**config.mk**
```make
export PLATFORM = sky130hd
export DESIGN_NAME = block_scheduler
export DESIGN_NICKNAME = d
export VERILOG_FILES = /design/src/rtl/block_scheduler.sv
export SDC_FILE = /design/constraint.sdc
export NUM_CORES = 1
export LEC_CHECK = 0
export CORE_ASPECT_RATIO = 1.1
export CORE_MARGIN = 2
export CORE_UTILIZATION = 50
export CTS_BUF_LIST = sky130_fd_sc_hd__clkbuf_16
export CTS_CLUSTER_DIAMETER = 150
export CTS_CLUSTER_SIZE = 25
export DETAILED_ROUTE_END_ITERATION = 16
export PLACE_DENSITY = 0.79
export SLEW_MARGIN = 20
export SYNTH_ARGS = -nofsm -noshare
export SYNTH_HDL_FRONTEND = slang
export SYNTH_SLANG_ARGS = --single-unit
export TNS_END_PERCENT = 100
```
**constraint.sdc**
```tcl
create_clock -name clk -period 4.5 [get_ports clk]
set_input_delay 0.675 -clock clk [delete_from_list [all_inputs] [get_ports clk]]
set_output_delay 0.675 -clock clk [all_outputs]
set_load 0.1 [all_outputs]
```
**src/rtl/block_scheduler.sv**
```systemverilog
// Timestep scheduler for a block-partitioned LBM solver: for each timestep it walks
// every block through an mmu swap then a solver run, flipping the f/f_n ping-pong select per step.
`ifndef DATA_WIDTH
`define DATA_WIDTH 8
`endif

module block_scheduler #(
  parameter int NUM_BLOCKS = 4,
  parameter int TIMEOUT    = 1024
) (
  input  logic                   clk,
  input  logic                   rst,
  input  logic                   start,
  input  logic                   abort,
  input  logic [15:0]            num_steps,
  output logic                   swap_block,
  output logic [`DATA_WIDTH-1:0] block_index,
  input  logic                   swap_done,
  output logic                   solver_start,
  input  logic                   solver_done,
  output logic                   mem_sel,
  output logic [15:0]            step_count,
  output logic                   busy,
  output logic                   done,
  output logic                   error,
  output logic [2:0]             o_dbg_state
);

  localparam int IDX_W  = `DATA_WIDTH;
  localparam int WAIT_W = $clog2(TIMEOUT + 1);

  localparam logic [2:0] IDLE       = 3'd0;
  localparam logic [2:0] SWAP       = 3'd1;
  localparam logic [2:0] WAIT_SWAP  = 3'd2;
  localparam logic [2:0] SOLVE      = 3'd3;
  localparam logic [2:0] WAIT_SOLVE = 3'd4;

  localparam logic [IDX_W-1:0]  LAST_IDX  = IDX_W'(NUM_BLOCKS - 1);
  localparam logic [WAIT_W-1:0] WAIT_LAST = WAIT_W'(TIMEOUT - 1);

  logic [2:0]        r_state;
  logic              r_swap_block;
  logic              r_solver_start;
  logic              r_done;
  logic              r_busy;
  logic              r_error;
  logic              r_mem_sel;
  logic [15:0]       r_step_count;
  logic [15:0]       r_steps;
  logic [IDX_W-1:0]  r_block_index;
  logic [WAIT_W-1:0] r_wait;
  logic [15:0]       w_step_next;

  assign w_step_next = r_step_count + 16'd1;

  // Handshake: swap_block / solver_start are single-cycle requests; the partner answers
  // later with a single-cycle swap_done / solver_done, honoured only in the matching wait state.
  always_ff @(posedge clk or negedge rst) begin
    if (!rst) begin
      r_state        <= IDLE;
      r_swap_block   <= 1'b0;
      r_solver_start <= 1'b0;
      r_done         <= 1'b0;
      r_busy         <= 1'b0;
      r_error        <= 1'b0;
      r_mem_sel      <= 1'b0;
      r_step_count   <= 16'd0;
      r_steps        <= 16'd0;
      r_block_index  <= '0;
      r_wait         <= '0;
    end else begin
      r_swap_block   <= 1'b0;
      r_solver_start <= 1'b0;
      r_done         <= 1'b0;
      if (r_state != IDLE && abort) begin
        r_state <= IDLE;
        r_busy  <= 1'b0;
      end else begin
        case (r_state)
          IDLE: begin
            if (start) begin
              r_steps       <= num_steps;
              r_step_count  <= 16'd0;
              r_block_index <= '0;
              r_error       <= 1'b0;
              r_wait        <= '0;
              if (num_steps == 16'd0) begin
                r_done <= 1'b1;
              end else begin
                r_state      <= WAIT_SWAP;
                r_busy       <= 1'b1;
                r_swap_block <= 1'b1;
              end
            end
          end
          WAIT_SWAP: begin
            if (swap_done) begin
              r_state        <= WAIT_SOLVE;
              r_solver_start <= 1'b1;
              r_wait         <= '0;
            end else if (r_wait == WAIT_LAST) begin
              r_state <= IDLE;
              r_busy  <= 1'b0;
              r_error <= 1'b1;
            end else begin
              r_wait <= r_wait + 1'b1;
            end
          end
          WAIT_SOLVE: begin
            if (solver_done) begin
              r_wait <= '0;
              if (r_block_index != LAST_IDX) begin
                r_block_index <= r_block_index + 1'b1;
                r_swap_block  <= 1'b1;
                r_state       <= WAIT_SWAP;
              end else begin
                // Last block of the timestep: close the step and flip the BRAM set.
                r_block_index <= '0;
                r_step_count  <= w_step_next;
                r_mem_sel     <= ~r_mem_sel;
                if (w_step_next == r_steps) begin
                  r_done  <= 1'b1;
                  r_state <= IDLE;
                  r_busy  <= 1'b0;
                end else begin
                  r_swap_block <= 1'b1;
                  r_state      <= WAIT_SWAP;
                end
              end
            end else if (r_wait == WAIT_LAST) begin
              r_state <= IDLE;
              r_busy  <= 1'b0;
              r_error <= 1'b1;
            end else begin
              r_wait <= r_wait + 1'b1;
            end
          end
          // The issue cycles of SWAP/SOLVE are carried by the registered request pulses,
          // so these encodings are never entered; recover to IDLE if ever seen.
          SWAP, SOLVE: begin
            r_state <= IDLE;
            r_busy  <= 1'b0;
          end
          default: begin
            r_state <= IDLE;
            r_busy  <= 1'b0;
          end
        endcase
      end
    end
  end

  assign swap_block   = r_swap_block;
  assign solver_start = r_solver_start;
  assign block_index  = r_block_index;
  assign mem_sel      = r_mem_sel;
  assign step_count   = r_step_count;
  assign busy         = r_busy;
  assign done         = r_done;
  assign error        = r_error;
  assign o_dbg_state  = r_state;

endmodule

```
==> results.txt, run 1 <==
Area Overhead vs Synth -> 24.5%
Sw Ratio -> 25.9%
critical path's top delay family -> buffers and inverters
Post-DRT Antenna Nets -> 0
Worst VDD drop -> 0.000249 V
first-pass GRT wire length -> 13900 microns
Via-to-Cell Ratio -> 6.06
flop-to-flop setup slack -> 1.99 ns
Comb pwr share -> 13.1%
CP endpoint kind -> output port
slowest CP cell -> clkdlybuf4s50_1
pwr/cell area -> 321 mW/mm^2
Final Slew Violations -> 0
Final Hold Viols -> 0
layout cell share with drive strength beyond 1 -> 12.0%
cells resized by post-CTS repair -> 0
Tmin final -> 2.84 ns
pin count of the biggest net entering global routing -> 49
GRT overflow -> 0
syn nets -> 385
syn avg cell area -> 9.55 sq um
DRC violations left -> 0
Leak Pwr -> 1.76 nW
starting DRC count in detailed routing -> 121
std cell rows -> 31
worst skew pair latency -> 0.32 ns
critical-path maximum fanout -> 16
Die Width -> 83.1 microns
Placer Congestion -> 0.916
RSZ-0062 raised after global routing -> no
core area -> 0.00663 sq mm
headroom to the max-slew limit -> 34.8%
worst-path cell chain -> clkdlybuf4s50_1
Worst-path clk slew -> 0.05 ns
gr usage total -> 22.9%
Sw Pwr -> 0.356 mW
Peak Freq -> 0.352 GHz
H-tree depth -> 3
Starting Density -> 51.9%
Synth area leaders -> dfrtp_1 44%, mux2_2 5.2%, o21ai_0 4.9%
Layout Nets -> 438
CP Class -> reg -> out
Seq pwr share -> 44.2%
clk root buf -> clkbuf_16
Unique masters post-synth -> 53
n_diodes -> 0
Boundary Pins -> 55
synth warn -> 0
startpoint type of the worst setup path -> flip-flop
CTS Hold Bufs -> 0
clock buffer count from CTS -> 9
cell depth of the worst flop-to-flop path -> 6
register area share after synthesis -> 43.7%
postcts setup bufs -> 0
Finished Cell Area -> 0.00428 sq mm
Yosys reg bits -> 60
period utilization -> 63.1%
Power Internal -> 1.02 mW
Yosys top cell area share -> 43.7%
Max-cap violations -> 0
post-synth top area cell -> dfrtp_1
Total Die Area -> 0.00756 sq mm
EDFF count, synth -> 0
Finish-stage setup viols -> 0
WP depth -> 1
Final TNS setup -> 0 ns
CP bufs+invs -> 1
DP Wirelength -> 5770 microns
final WL -> 8350 microns
Async S/R FF share, synth -> 100%
clock share of power -> 42.7%
die height -> 91.0 microns
final worst clock skew -> 0.00373 ns
DRT Pass-1 Iters -> 5
Area after DPL -> 0.00403 sq mm
clock tree from TritonCTS -> done
antenna violations before repair -> 0
Crit path required time -> 3.83 ns
IO Port Bufs -> 54
Synth Flop Type -> dfrtp_1
Synth Instances -> 360
Worst EP arrival -> 2.16 ns
Bufs on Longest Clock Path -> 2
status -> complete, no violations
most frequent cells in the layout -> 60 x dfrtp_1, 53 x clkdlybuf4s50_1, 34 x o21ai_0
wire length per cell -> 16.7 microns
most common cell after layout, fill and taps aside -> dfrtp_1
Syn Std Cell Area -> 0.00344 sq mm
Vias -> 3029
number of global-route vias before repair -> 2898
clk sinks -> 60
CP max stage delay -> 1.22 ns
type of the most critical hold path -> in -> async
Worst Tran Pin Value -> 0.975 ns
[cell type report]
type / count / area, sq um
clock buffer: 9 / 225
clock inverter: 7 / 28.8
fill: 539 / 2350
inverter: 4 / 15.0
multi-input combinational: 281 / 1850
sequential: 60 / 1500
tap: 82 / 103
timing repair buffer: 57 / 558
[path summary, 6_finish.rpt]
| check | endpoint | start |
|---|---|---|
| max in group asynchronous | r_wait[8] | rst |
| worst min register to register | mem_sel | mem_sel |
| worst min-delay path | step_count[4] | rst |
| worst max-delay path | o_dbg_state[2] | o_dbg_state[2] |
| worst max register to register | busy | step_count[4] |
| min in group clk | mem_sel | mem_sel |
[Yosys cell counts, drive strengths merged (3+ instances only)]
cell type,count
o21ai,41
clkbuf,7
buf,8
nor2b,7
or4,3
o41ai,5
mux2,16
nand3,21
and4,4
nand4,9
inv,4
o31ai,3
or3,5
nor2,26
nand2,31
nor4,9
a31oi,4
a21oi,16
xor2,14
nor3,8
dfrtp,60
ha,3
nand2b,7
and3,7
xnor2,15
[layer usage]
layer	GRT usage, %	up-vias	wire (microns)
li1	-	1436	-
met1	29.9	1484	3600
met2	37.0	95	4140
met3	5.55	14	459
met4	8.47	0	154
met5	0	-	0
[power groups by stage]
| stage | clock network, mW | logic (mW) | registers [mW] |
|---|---|---|---|
| floorplan | 0 | 0.102 | 0.626 |
| global placement | 0 | 0.174 | 0.613 |
| detailed placement | 0 | 0.178 | 0.615 |
| CTS | 0.598 | 0.181 | 0.606 |
| global route | 0.623 | 0.197 | 0.612 |
| finish | 0.587 | 0.179 | 0.607 |
[cells by family (layout without fill, tap and decap cells)]
group,Yosys count,in the layout,share of synthesized area [%]
simple gates,147,147,24.9
compound gates,85,85,15.0
flops,60,60,43.7
xor+xnor,29,29,7.38
buf+inv,19,77,2.66
mux,16,16,5.24
fa+ha+maj,3,3,1.09
other cells,1,1,0.109
[through the flow]
step	total power, mW	instances	utilization (%)	hold WS (ns)	setup slack [ns]
3_5_place_dp	0.793	484	60.7	0.475	1.73
2_1_floorplan	0.727	360	-	0.379	1.67
4_1_cts	1.39	500	64.6	0.229	1.66
6_report	1.37	500	64.6	0.224	1.66
5_1_grt	1.43	500	64.6	0.248	1.60
3_3_place_gp	0.787	484	60.7	0.460	1.77
[sequential cells by signal, indices dropped and copies added (netlist names)]
name,count
r_wait,11
error,1
r_steps,16
mem_sel,1
swap_block,1
done,1
busy,1
solver_start,1
block_index,8
step_count,16
o_dbg_state,3
Power figures use the tool's default switching activity.
==> run 2, diff against run 1 <==
Settings changed: CORE_UTILIZATION 50 to 49, PLACE_DENSITY 0.79 to 0.81.
Clock period 4.5 ns to 2.6 ns, I/O delays scaled along.
==> results.txt, run 2 (synthesis results as in run 1) <==
Seq pwr share -> 44.7% (+0.5 points)
CP Class -> reg -> reg
cell depth of the worst flop-to-flop path -> 7 (+1)
starting DRC count in detailed routing -> 208 (+72%)
Worst EP arrival -> 2.55 ns (+0.39 ns)
headroom to the max-slew limit -> 49.3% (+15 points)
most frequent cells in the layout -> 52 x dfrtp_1, 39 x buf_4, 34 x o21ai_0
layout cell share with drive strength beyond 1 -> 22.1% (+10 points)
std cell rows -> 32 (+3.2%)
Max-cap violations -> 0 (unchanged)
worst skew pair latency -> 0.32 ns (about the same)
Worst-path clk slew -> 0.05 ns (about the same)
postcts setup bufs -> 0 (unchanged)
Placer Congestion -> 0.844 (-7.9%)
final WL -> 8250 microns (-1.2%)
met3 Resource Use GR -> 6.03% (+0.49 points)
total power -> 2.36 mW (+72%)
Setup crit end -> busy
pre-CTS WS -> 0.247 ns (-1.49 ns)
antenna violations before repair -> 0 (unchanged)
clock buffer count from CTS -> 9 (unchanged)
clock tree from TritonCTS -> done
Crit path required time -> 2.79 ns (-1.04 ns)
type of the most critical hold path -> in -> async
IO Port Bufs -> 54 (unchanged)
Vias -> 3009 (-0.66%)
Comb pwr share -> 13.2% (about the same)
DP Wirelength -> 5840 microns (+1.2%)
Via-to-Cell Ratio -> 5.96 (-1.6%)
Final Slew Violations -> 0 (unchanged)
Tmin final -> 2.35 ns
most common cell after layout, fill and taps aside -> dfrtp_1
CP endpoint kind -> flip-flop
period utilization -> 90.6%
Sw Pwr -> 0.601 mW (+69%)
Bufs on Longest Clock Path -> 2 (unchanged)
Layout Nets -> 441 (+0.68%)
RSZ-0062 raised after global routing -> no
Most Crowded Layer GR -> met2
crit path from -> step_count[0]
Final Hold Viols -> 0 (unchanged)
number of global-route vias before repair -> 2964 (+2.3%)
first-pass GRT wire length -> 14100 microns (+1.2%)
DRC violations left -> 0 (unchanged)
Total Die Area -> 0.00771 sq mm (+1.9%)
final worst clock skew -> 0.00824 ns (+0.00451 ns)
core area -> 0.00693 sq mm (+4.4%)
Finished Cell Area -> 0.00423 sq mm (-1.2%)
flop-to-flop setup slack -> 0.25 ns (-1.74 ns)
Leak Pwr -> 1.81 nW (+2.9%)
Finish-stage setup viols -> 0 (unchanged)
Die Width -> 83.9 microns (+0.97%)
Post-DRT Antenna Nets -> 0 (unchanged)
startpoint type of the worst setup path -> flip-flop
Final TNS setup -> 0 ns (unchanged)
Area Overhead vs Synth -> 23.0%
Boundary Pins -> 55 (unchanged)
n_diodes -> 0 (unchanged)
clk sinks -> 60 (unchanged)
clock share of power -> 42.0% (-0.7 points)
Starting Density -> 49.7% (-2.2 points)
die height -> 91.9 microns (+0.97%)
gr usage total -> 22.6% (-0.28 points)
GRT overflow -> 0 (unchanged)
H-tree depth -> 3 (unchanged)
Peak Freq -> 0.425 GHz
DRT Pass-1 Iters -> 5 (unchanged)
Worst Tran Pin Value -> 0.760 ns (-0.215 ns)
pwr/cell area -> 557 mW/mm^2 (+74%)
grt met2 use -> 37.2% (+0.24 points)
final setup margin -> 0.245 ns (-1.42 ns)
status -> complete, no violations
Worst VDD drop -> 0.000523 V (+110%)
CTS Hold Bufs -> 0 (unchanged)
met1 Use GR -> 29.3% (-0.61 points)
Area after DPL -> 0.00398 sq mm (-1.1%)
pin count of the biggest net entering global routing -> 61 (+24%)
clk root buf -> clkbuf_16
critical-path maximum fanout -> 7 (-9)
Sw Ratio -> 25.5% (-0.47 points)
cells resized by post-CTS repair -> 0 (unchanged)
wire length per cell -> 16.3 microns (-2.2%)
Reg2Reg Launch Point -> step_count[0]
Power Internal -> 1.76 mW (+73%)
reg-to-reg endpoint -> busy
Util after Layout -> 61.1% (-3.5 points)
## run 2: cell types whose count changed in the layout (fill, tap and decap cells not counted), sizes merged
cell / before / now
buf: 4 / 40
clkdlybuf4s50: 53 / 20
inv: 8 / 5
clkinv: 3 / 5
## run 2: final cells by class
class,count,area (sq um)
Timing Repair Buffer,60,498
Multi-Input combinational cell,281,1850
Inverter,4,15.0
Sequential cell,60,1510
Clock inverter,6,23.8
Clock buffer,9,225
Tap cell,85,106
Fill cell,572,2700
## run 2: how the worst min path moves through the flow
stage | start | end | slack (ns) | cells after the start
2_1_floorplan | rst | block_index[0] | 0.09 | 0
3_3_place_gp | mem_sel | mem_sel | 0.48 | 1
3_5_place_dp | mem_sel | mem_sel | 0.48 | 1
4_1_cts | rst | r_steps[2] | 0.25 | 2
5_1_grt | rst | step_count[3] | 0.28 | 2
6_report | rst | r_steps[2] | 0.22 | 2
## run 2: power by group through the flow
stage | clock network (mW) | logic (mW) | registers (mW)
floorplan | 0 | 0.176 | 1.08
global placement | 0 | 0.304 | 1.06
detailed placement | 0 | 0.312 | 1.07
CTS | 1.02 | 0.315 | 1.05
global route | 1.05 | 0.343 | 1.06
finish | 0.992 | 0.312 | 1.05
## run 2: routing by layer
layer | part of all wire, % | up-vias
met4 | 1.6 | 0
met2 | 49 | 117
met5 | 0 | -
met3 | 6.9 | 12
met1 | 43 | 1456
li1 | - | 1424
## run 2: worst max-delay path: stages, from the launching register on
cell	delay, ns
dfrtp_2	0.44
ha_1	0.35
nand4_4	0.18
nor4_1	0.40
xnor2_1	0.18
nand3_1	0.16
nor4_4	0.38
o211ai_1	0.14
## run 2: metrics by stage
stage	instances	hold slack, ns
2_1_floorplan	360	0.0944
3_3_place_gp	490	0.477
3_5_place_dp	490	0.478
4_1_cts	505	0.254
5_1_grt	505	0.275
6_report	505	0.218
